$ cat src/rtl/mac_rr_sched_pkg.sv
// Shared defaults and helpers for the round-robin MAC scheduler.
// Parameter defaults, pipeline field widths and the signed-add overflow helper.
package mac_rr_sched_pkg;

  localparam int MAC_N     = 4;
  localparam int MAC_IDW   = 2;
  localparam int MAC_ACC_W = 24;
  localparam int OP_W      = 8;
  localparam int PROD_W    = 16;

  // Overflow when both addends share a sign that the sum does not.
  function automatic logic add_ovf(input logic sa, input logic sb, input logic ss);
    return (sa == sb) && (ss != sa);
  endfunction

endpackage

$ cat src/rtl/mult8x8.sv
// Combinational signed 8x8 radix-4 Booth multiplier with an exact 16-bit product.
// The sum is kept modulo 2^16, which is exact because every 8x8 signed product fits.
module mult8x8 (
  input  logic signed [7:0]  a,
  input  logic signed [7:0]  b,
  output logic signed [15:0] p
);

  logic        [8:0]  b_ext;
  logic        [2:0]  trip;
  logic signed [15:0] a_ext;
  logic signed [15:0] pp;
  logic signed [15:0] sum;

  always_comb begin
    b_ext = {b, 1'b0};
    a_ext = {{8{a[7]}}, a};
    sum   = '0;
    trip  = '0;
    pp    = '0;
    for (int j = 0; j < 4; j++) begin
      trip = b_ext[2*j+2 -: 3];
      case (trip)
        3'b001, 3'b010: pp = a_ext;
        3'b011:         pp = a_ext <<< 1;
        3'b100:         pp = -(a_ext <<< 1);
        3'b101, 3'b110: pp = -a_ext;
        default:        pp = '0;
      endcase
      sum = sum + (pp <<< (2*j));
    end
    p = sum;
  end

endmodule

$ cat src/rtl/rr_arb_n.sv
// Combinational round-robin arbiter: first valid requester at or after ptr, wrapping mod N.
// Outputs a one-hot grant and its encoded index; nothing is granted while en is low.
module rr_arb_n #(
  parameter int N   = 4,
  parameter int IDW = 2
) (
  input  logic [N-1:0]   vld,
  input  logic [IDW-1:0] ptr,
  input  logic           en,
  output logic [N-1:0]   gnt,
  output logic [IDW-1:0] id
);

  int   idx;
  logic found;

  always_comb begin
    gnt   = '0;
    id    = '0;
    found = 1'b0;
    idx   = 0;
    for (int k = 0; k < N; k++) begin
      idx = int'(ptr) + k;
      if (idx >= N) idx = idx - N;
      if (en && !found && vld[idx]) begin
        found    = 1'b1;
        gnt[idx] = 1'b1;
        id       = IDW'(idx);
      end
    end
  end

endmodule

$ cat src/rtl/mac_rr_sched.sv
// Shares one mult8x8 among N requesters: round-robin issue, operand reg -> product reg ->
// per-requester signed accumulate, with a one-cycle response pulse per accumulator update.
module mac_rr_sched
  import mac_rr_sched_pkg::*;
#(
  parameter int N     = MAC_N,
  parameter int IDW   = MAC_IDW,
  parameter int ACC_W = MAC_ACC_W
) (
  input  logic                   clk,
  input  logic                   rst,
  input  logic                   en,
  input  logic [N-1:0]           req_vld,
  input  logic [N*OP_W-1:0]      req_a,
  input  logic [N*OP_W-1:0]      req_b,
  input  logic [N-1:0]           req_clr,
  output logic [N-1:0]           req_rdy,
  output logic                   rsp_vld,
  output logic [IDW-1:0]         rsp_id,
  output logic signed [ACC_W-1:0] rsp_acc,
  output logic                   rsp_ovf,
  output logic                   busy
);

  logic [N-1:0]   gnt;
  logic [IDW-1:0] gnt_id;
  logic [IDW-1:0] ptr;
  logic           arb_en;

  logic                   s1_vld;
  logic [IDW-1:0]         s1_id;
  logic signed [OP_W-1:0] s1_a;
  logic signed [OP_W-1:0] s1_b;
  logic                   s1_clr;
  logic signed [PROD_W-1:0] mul_p;

  logic                     s2_vld;
  logic [IDW-1:0]           s2_id;
  logic                     s2_clr;
  logic signed [PROD_W-1:0] s2_prod;

  logic signed [ACC_W-1:0] acc [N];
  logic [N-1:0]            ovf;

  logic signed [ACC_W-1:0] acc_base;
  logic signed [ACC_W-1:0] acc_sum;
  logic signed [ACC_W-1:0] prod_ext;
  logic                    ovf_new;

  // Grants are suppressed during reset so nothing is accepted that the reset would drop.
  assign arb_en  = en & ~rst;
  assign req_rdy = gnt;
  assign busy    = s1_vld | s2_vld;

  rr_arb_n #(.N(N), .IDW(IDW)) u_arb (
    .vld (req_vld),
    .ptr (ptr),
    .en  (arb_en),
    .gnt (gnt),
    .id  (gnt_id)
  );

  mult8x8 u_mult (
    .a (s1_a),
    .b (s1_b),
    .p (mul_p)
  );

  always_comb begin
    prod_ext = {{(ACC_W-PROD_W){s2_prod[PROD_W-1]}}, s2_prod};
    acc_base = s2_clr ? '0 : acc[s2_id];
    acc_sum  = acc_base + prod_ext;
    ovf_new  = ~s2_clr & (ovf[s2_id] |
               add_ovf(acc_base[ACC_W-1], prod_ext[ACC_W-1], acc_sum[ACC_W-1]));
  end

  always_ff @(posedge clk) begin
    if (rst) begin
      ptr     <= '0;
      s1_vld  <= 1'b0;
      s1_id   <= '0;
      s1_a    <= '0;
      s1_b    <= '0;
      s1_clr  <= 1'b0;
      s2_vld  <= 1'b0;
      s2_id   <= '0;
      s2_clr  <= 1'b0;
      s2_prod <= '0;
      ovf     <= '0;
      for (int i = 0; i < N; i++) acc[i] <= '0;
      rsp_vld <= 1'b0;
      rsp_id  <= '0;
      rsp_acc <= '0;
      rsp_ovf <= 1'b0;
    end else begin
      s1_vld <= |gnt;
      if (|gnt) begin
        s1_id  <= gnt_id;
        s1_a   <= req_a[OP_W*gnt_id +: OP_W];
        s1_b   <= req_b[OP_W*gnt_id +: OP_W];
        s1_clr <= req_clr[gnt_id];
        ptr    <= (gnt_id == IDW'(N-1)) ? '0 : gnt_id + IDW'(1);
      end

      s2_vld <= s1_vld;
      if (s1_vld) begin
        s2_id   <= s1_id;
        s2_clr  <= s1_clr;
        s2_prod <= mul_p;
      end

      // S2 is the only reader and writer of acc, so back-to-back ops on one id see fresh data.
      rsp_vld <= s2_vld;
      if (s2_vld) begin
        acc[s2_id] <= acc_sum;
        ovf[s2_id] <= ovf_new;
        rsp_id     <= s2_id;
        rsp_acc    <= acc_sum;
        rsp_ovf    <= ovf_new;
      end
    end
  end

endmodule

$ cat config.mk
export PLATFORM = sky130hd
export DESIGN_NAME = mac_rr_sched
export DESIGN_NICKNAME = d
export VERILOG_FILES = /design/src/rtl/mac_rr_sched_pkg.sv /design/src/rtl/mult8x8.sv /design/src/rtl/rr_arb_n.sv /design/src/rtl/mac_rr_sched.sv
export SDC_FILE = /design/constraint.sdc
export NUM_CORES = 1
export LEC_CHECK = 0
export CAP_MARGIN = 10
export CORE_MARGIN = 4
export CORE_UTILIZATION = 55
export DETAILED_ROUTE_END_ITERATION = 8
export PLACE_DENSITY = 0.86
export SETUP_SLACK_MARGIN = 0.3
export SYNTH_ARGS = -nofsm -noshare
export SYNTH_HDL_FRONTEND = slang
export SYNTH_SLANG_ARGS = --single-unit
export TNS_END_PERCENT = 20
$ cat constraint.sdc
create_clock -name clk -period 15.3 [get_ports clk]
set_input_delay 2.295 -clock clk [delete_from_list [all_inputs] [get_ports clk]]
set_output_delay 2.295 -clock clk [all_outputs]
set_load 0.01 [all_outputs]
[Yosys cells after proc, flatten, opt, wreduce, memory -nomap -nowiden]
Memory sizes are Yosys's and may differ from the RTL's. A register that Yosys moved wholly into a read port is not among the register bits.
Cells that the tools add are included.
Storage, ports and cells
  register bits after elaboration: 74
  bits in latches: 0
  RAM bits: 96
  bits in read-only memories: 0
  input bits: 75
  output and inout port bits: 33
  logic and storage cells: 162
  memories: 1
Memory list
  acc: words 4, bits a word 24, read ports 1, clocked after Yosys merged registers in 1, write ports 4, line mac_rr_sched.sv:42  | logic signed [ACC_W-1:0] acc [N];
Operators by class
  add/sub/neg operators: 14
  multiply operators: 0
  div/mod/pow operators: 0
  $lt $le $gt $ge: 15
  eq/ne operators: 24
  shift operators: 2
  mux-type cells: 58
  bitwise operators: 9
  reduce and logical (&&, ||, !) cells: 24
Operator list (count)
  $ge 32x1->1 const B: 4
  $lt 32x4->1 const B: 4
  $mux 32: 4
  $ge 32x4->1 const B: 3
  $sub 32x4->32 const B: 3
  $shiftx 32x6->8: 2
  $pmux 14 s4: 1
  $add 16x16->16: 3
  $mux 24: 2
  $pmux 12 s4: 1
  $pmux 16 s3: 1
  $pmux 10 s4: 1
  $eq 3x3->1 const B: 9
  $add 24x16->24: 1
  $mux 1: 24
  $reduce_or 24->1: 1
  $eq 3x2->1 const B: 6
  $mux 2: 8
  $mux 4: 4
  $neg 8->16: 1
  $neg 9->16: 1
  $logic_and 1x1->1: 13
  $bmux 1 s2: 6
  $or 4x4->4: 3
  20 further kinds: 40

[Depth between registers and ports, before layout]
  depth after elaboration: 21
  mapped depth: 22
  mapped depth without buffers: 21

[Hierarchy]
Synthesis repeated with hierarchy kept, for this count alone.
Unflattened totals
  cell total of the unflattened synthesis: 1212
  area total of the unflattened synthesis: 11614.9 sq um
Modules (own cells, without submodules)
  mac_rr_sched: instances 1, cells an instance 743, area an instance 8252.9 sq um, sequential area each 4404.2 sq um
  mult8x8: instances 1, cells an instance 412, area an instance 2852.7 sq um, sequential area each 0.0 sq um
  rr_arb_n: instances 1, cells an instance 57, area an instance 509.2 sq um, sequential area each 0.0 sq um

[Least setup slack after synthesis]
No wires, ideal clock.
  path kind: input -> output
  start: input req_vld[2]
  end: output req_rdy[3]
  arrival: 3.404 ns
  data required time: 13.005 ns
  path slack: 9.601 ns
  stages: 3
  path buffers: 0
  path through: mux4_2 > nand2b_1 > o22ai_1
Between the ends
  word-level cells in the longest chain between the ends: 17
  elaborated cells on any way between the ends: 32
  classes of those cells: mux: 19; bitwise: 3; reduce/logical: 10
Ends and longest elaborated chain
  from (decl): line mac_rr_sched.sv:13  | input logic [N-1:0] req_vld,
  $bmux 1 s2: line rr_arb_n.sv:25  | if (en && !found && vld[idx]) begin
  $mux 1 (implied by the code) (2 in series): line rr_arb_n.sv:25
  $logic_and 1x1->1: line rr_arb_n.sv:25
  $mux 1: line rr_arb_n.sv:25
  $logic_not 1->1: line rr_arb_n.sv:25
  $logic_and 1x1->1 (2 in series): line rr_arb_n.sv:25
  $mux 1: line rr_arb_n.sv:25
  $logic_not 1->1: line rr_arb_n.sv:25
  $logic_and 1x1->1 (2 in series): line rr_arb_n.sv:25
  $mux 1: line rr_arb_n.sv:25
  $logic_not 1->1: line rr_arb_n.sv:25
  $logic_and 1x1->1 (2 in series): line rr_arb_n.sv:25
  $mux 4 *: line rr_arb_n.sv:25
  to (decl): line mac_rr_sched.sv:17  | output logic [N-1:0] req_rdy,
Mark *: on every way between the ends. The rest lies on a longest branch, timed or not. The select of a mux whose other input is x is not followed.

[Worst setup path in the final report]
  start: input req_vld[0]
  end: output req_rdy[1]
Same word-level chain as after synthesis.

==> flow_summary.ini <==
[synth]
synth_cell_types = 78
netlist_area_um2 = 11700
syn_area_per_cell_um2 = 9.56
yosys.area.top_type = edfxtp_1
synth-edff-count = 96
netlist.area_leader.share_pct = 24.6
synth_nets = 1375
synth.area.top_cells = edfxtp_1, dfxtp_1, mux4_2, ha_1, mux2i_1
synth_flop_cell = edfxtp_1
ys_seq_elements = 172
synth_cells = 1228
ys_seq_area_share_pct = 37.5
yosysWarnings = 0
synth_compound_area_share_pct = 15.3
synth_xor_area_share_pct = 2.80
synth_top_family_by_area = simple AND/OR/NAND/NOR gates
synthAdderAreaFrac_pct = 9.08
muxShareOfSynthArea_pct = 13.0
synth_common_cells = nor2_1, nand2_1, edfxtp_1
synth-simple-area-share_pct = 16.9
async_reset_ff_share_pct = 0
synth_most_common_cell = nor2_1

[floorplanning]
ioPinCount = 108
die_area_um2 = 23700
die_h_um = 154
placementRows = 53
die_width_um = 154
fp.coreArea_um2 = 21000
start_util_pct = 55.8

[setup_path]
reg2reg_from = s1_a[0]$_SDFFE_PP0P_
cp-start-kind = primary input
cp_max_fo = 9
worstPathArrival_ns = 4.64
reg2regPathDepth = 19
worstSetupPathType = primary input to primary output
rrSetupSlack_ns = 9.65
critical_path_required_ns = 13.01
timing.rr.end = s2_prod[14]$_SDFFE_PP0P_
cp-end-kind = primary output

[grt]
gr-total-overflow = 0
antenna_found_initial = 0
grt_pass1_wl_um = 48400
grt_pass1_vias = 9544
grt_max_degree = 54
grt_usage_pct = 24.8

[detailed_routing]
ant_nets = 0
wire_per_inst_um = 18.5
drc = 0
post_drt_via_cell_ratio = 6.03
vias = 9535
firstDrtPassIters = 6
dr.first_iter.drc_count = 718
wl_um = 29200

[timing]
skew_ns = 0.0140
maxSlewViolCount = 0
fin_crit_ns = 6.94
slew-limit-headroom_pct = 24.1
fmax_mhz = 144
worst_pin_slew_ns = 1.14
setup_viol = 0
fin_ws_ns = 8.36
finalHoldViolCount = 0
fin_setup_tns_ns = 0
finalCritPeriodShare_pct = 45.4
grt_setup_unrepaired = no

[place]
place_ws_ns = 8.37
post-dp-hpwl_um = 20300
dp_cells = 1548
gp_congestion = 0.967
io_buffer_count = 107

[cts]
cts_buffer_depth = 2
htreeDepth = 4
cts_resized = 0
cts_num_sinks = 172
cts_tree = yes
cts_setup_buffers = 0
ctsHoldBuffers = 0
root_buffer = clkbuf_16
path_clk_slew_ns = 0.08
clkLatencyLatePin_ns = 0.44
cts_buffers = 17

[run]
cap_viol_max_count = 0

[cells_and_area]
multiInputGateArea_um2 = 6710
nets = 1440
stdcell_count = 1581
antenna_cells = 0
fill_cells = 1621
syn_to_final_growth_pct = 15.5
seqCellArea_um2 = 4410
drive_above_1_share_pct = 10.1

[worst_hold_path]
hold_end = rsp_acc[3]$_SDFFE_PP0P_
hold_class = flop to flop
holdPathStages = 2
min_from = rsp_acc[3]$_SDFFE_PP0P_

[outcome]
status = completed

[power]
ir_drop_mv = 0.151
powerDensity_nw_per_um2 = 175
p_leak_nw = 5.28
registers in the layout, indices dropped and copies added, names as in the netlist, named ones only:
| register | count |
|---|---|
| acc | 96 |
| rsp_acc | 24 |
| s2_prod | 16 |
| s1_a | 8 |
| s1_b | 8 |
| ovf | 4 |
| ptr | 2 |
| rsp_id | 2 |
| s1_id | 2 |
| s2_id | 2 |
| rsp_ovf | 1 |
| rsp_vld | 1 |
| s1_clr | 1 |
| s1_vld | 1 |
| s2_clr | 1 |
| s2_vld | 1 |
worst max-delay path, stage by stage:
cell and delay, ns:
clkdlybuf4s50_1 0.55, mux2_2 0.33, mux2i_1 0.38, a31oi_1 0.18, o22ai_1 0.31, clkdlybuf4s50_1 0.61
worst max-delay path by stage:
stage	from	end	slack, ns	cells after the start
floorplan	req_vld[2]	req_rdy[3]	9.60	3
global placement	req_vld[0]	req_rdy[3]	8.40	5
detailed placement	req_vld[0]	req_rdy[1]	8.37	6
CTS	req_vld[0]	req_rdy[3]	8.37	5
global route	req_vld[0]	req_rdy[3]	8.20	6
finish	req_vld[0]	req_rdy[1]	8.36	6
layer usage:
| metal | up-vias | global-route usage, % | routed length (um) |
|---|---|---|---|
| li1 | 4538 | - | - |
| met1 | 4602 | 31.6 | 11900 |
| met2 | 341 | 43.7 | 14800 |
| met3 | 54 | 4.08 | 1860 |
| met4 | 0 | 7.23 | 556 |
| met5 | - | 0 | 0 |
kinds of logic after synthesis:
logic type | Yosys count
adder cells (fa/ha/maj) | 72
AO/OA/AOI/OAI | 270
flip-flops | 172
XOR/XNOR | 35
multiplexers | 112
AND/OR/NAND/NOR | 415
buffers and inverters | 152
layout make-up:
cell class              instances  share of cell area (%)
clock buffers                  17                    3.14
clock inverters                15                    1.47
inverters                      80                    2.21
multi-input cells             904                    49.5
flip-flops and latches        172                    32.5
well taps                     275                    2.54
repair buffers                118                    8.65
report_power, final:
part	switching (mW)	total, mW	internal (mW)
Combinational	0.729	1.27	0.539
Sequential	0.0978	0.643	0.545
Clock	0.206	0.457	0.251
stage by stage:
stage	hold slack [ns]	utilization, %	instance area, um^2	power, mW
2_1_floorplan	0.430	-	11700	1.59
3_3_place_gp	0.431	61.4	12900	1.86
3_5_place_dp	0.435	61.4	12900	1.88
4_1_cts	0.449	64.4	13500	2.35
5_1_grt	0.466	64.5	13600	2.54
6_report	0.447	64.5	13600	2.37
cell usage in the layout, fill, tap and decap left out, types with 29 or more instances in the layout:
cell,n
mux4_2,30
nand2_1,99
a21oi_1,57
dfxtp_1,75
mux2i_1,59
and2_1,30
edfxtp_1,96
nor3_1,29
nor2_1,152
ha_1,50
o21ai_0,59
inv_1,76
clkdlybuf4s50_1,107
No activity file was read; power rests on OpenSTA's default activity.
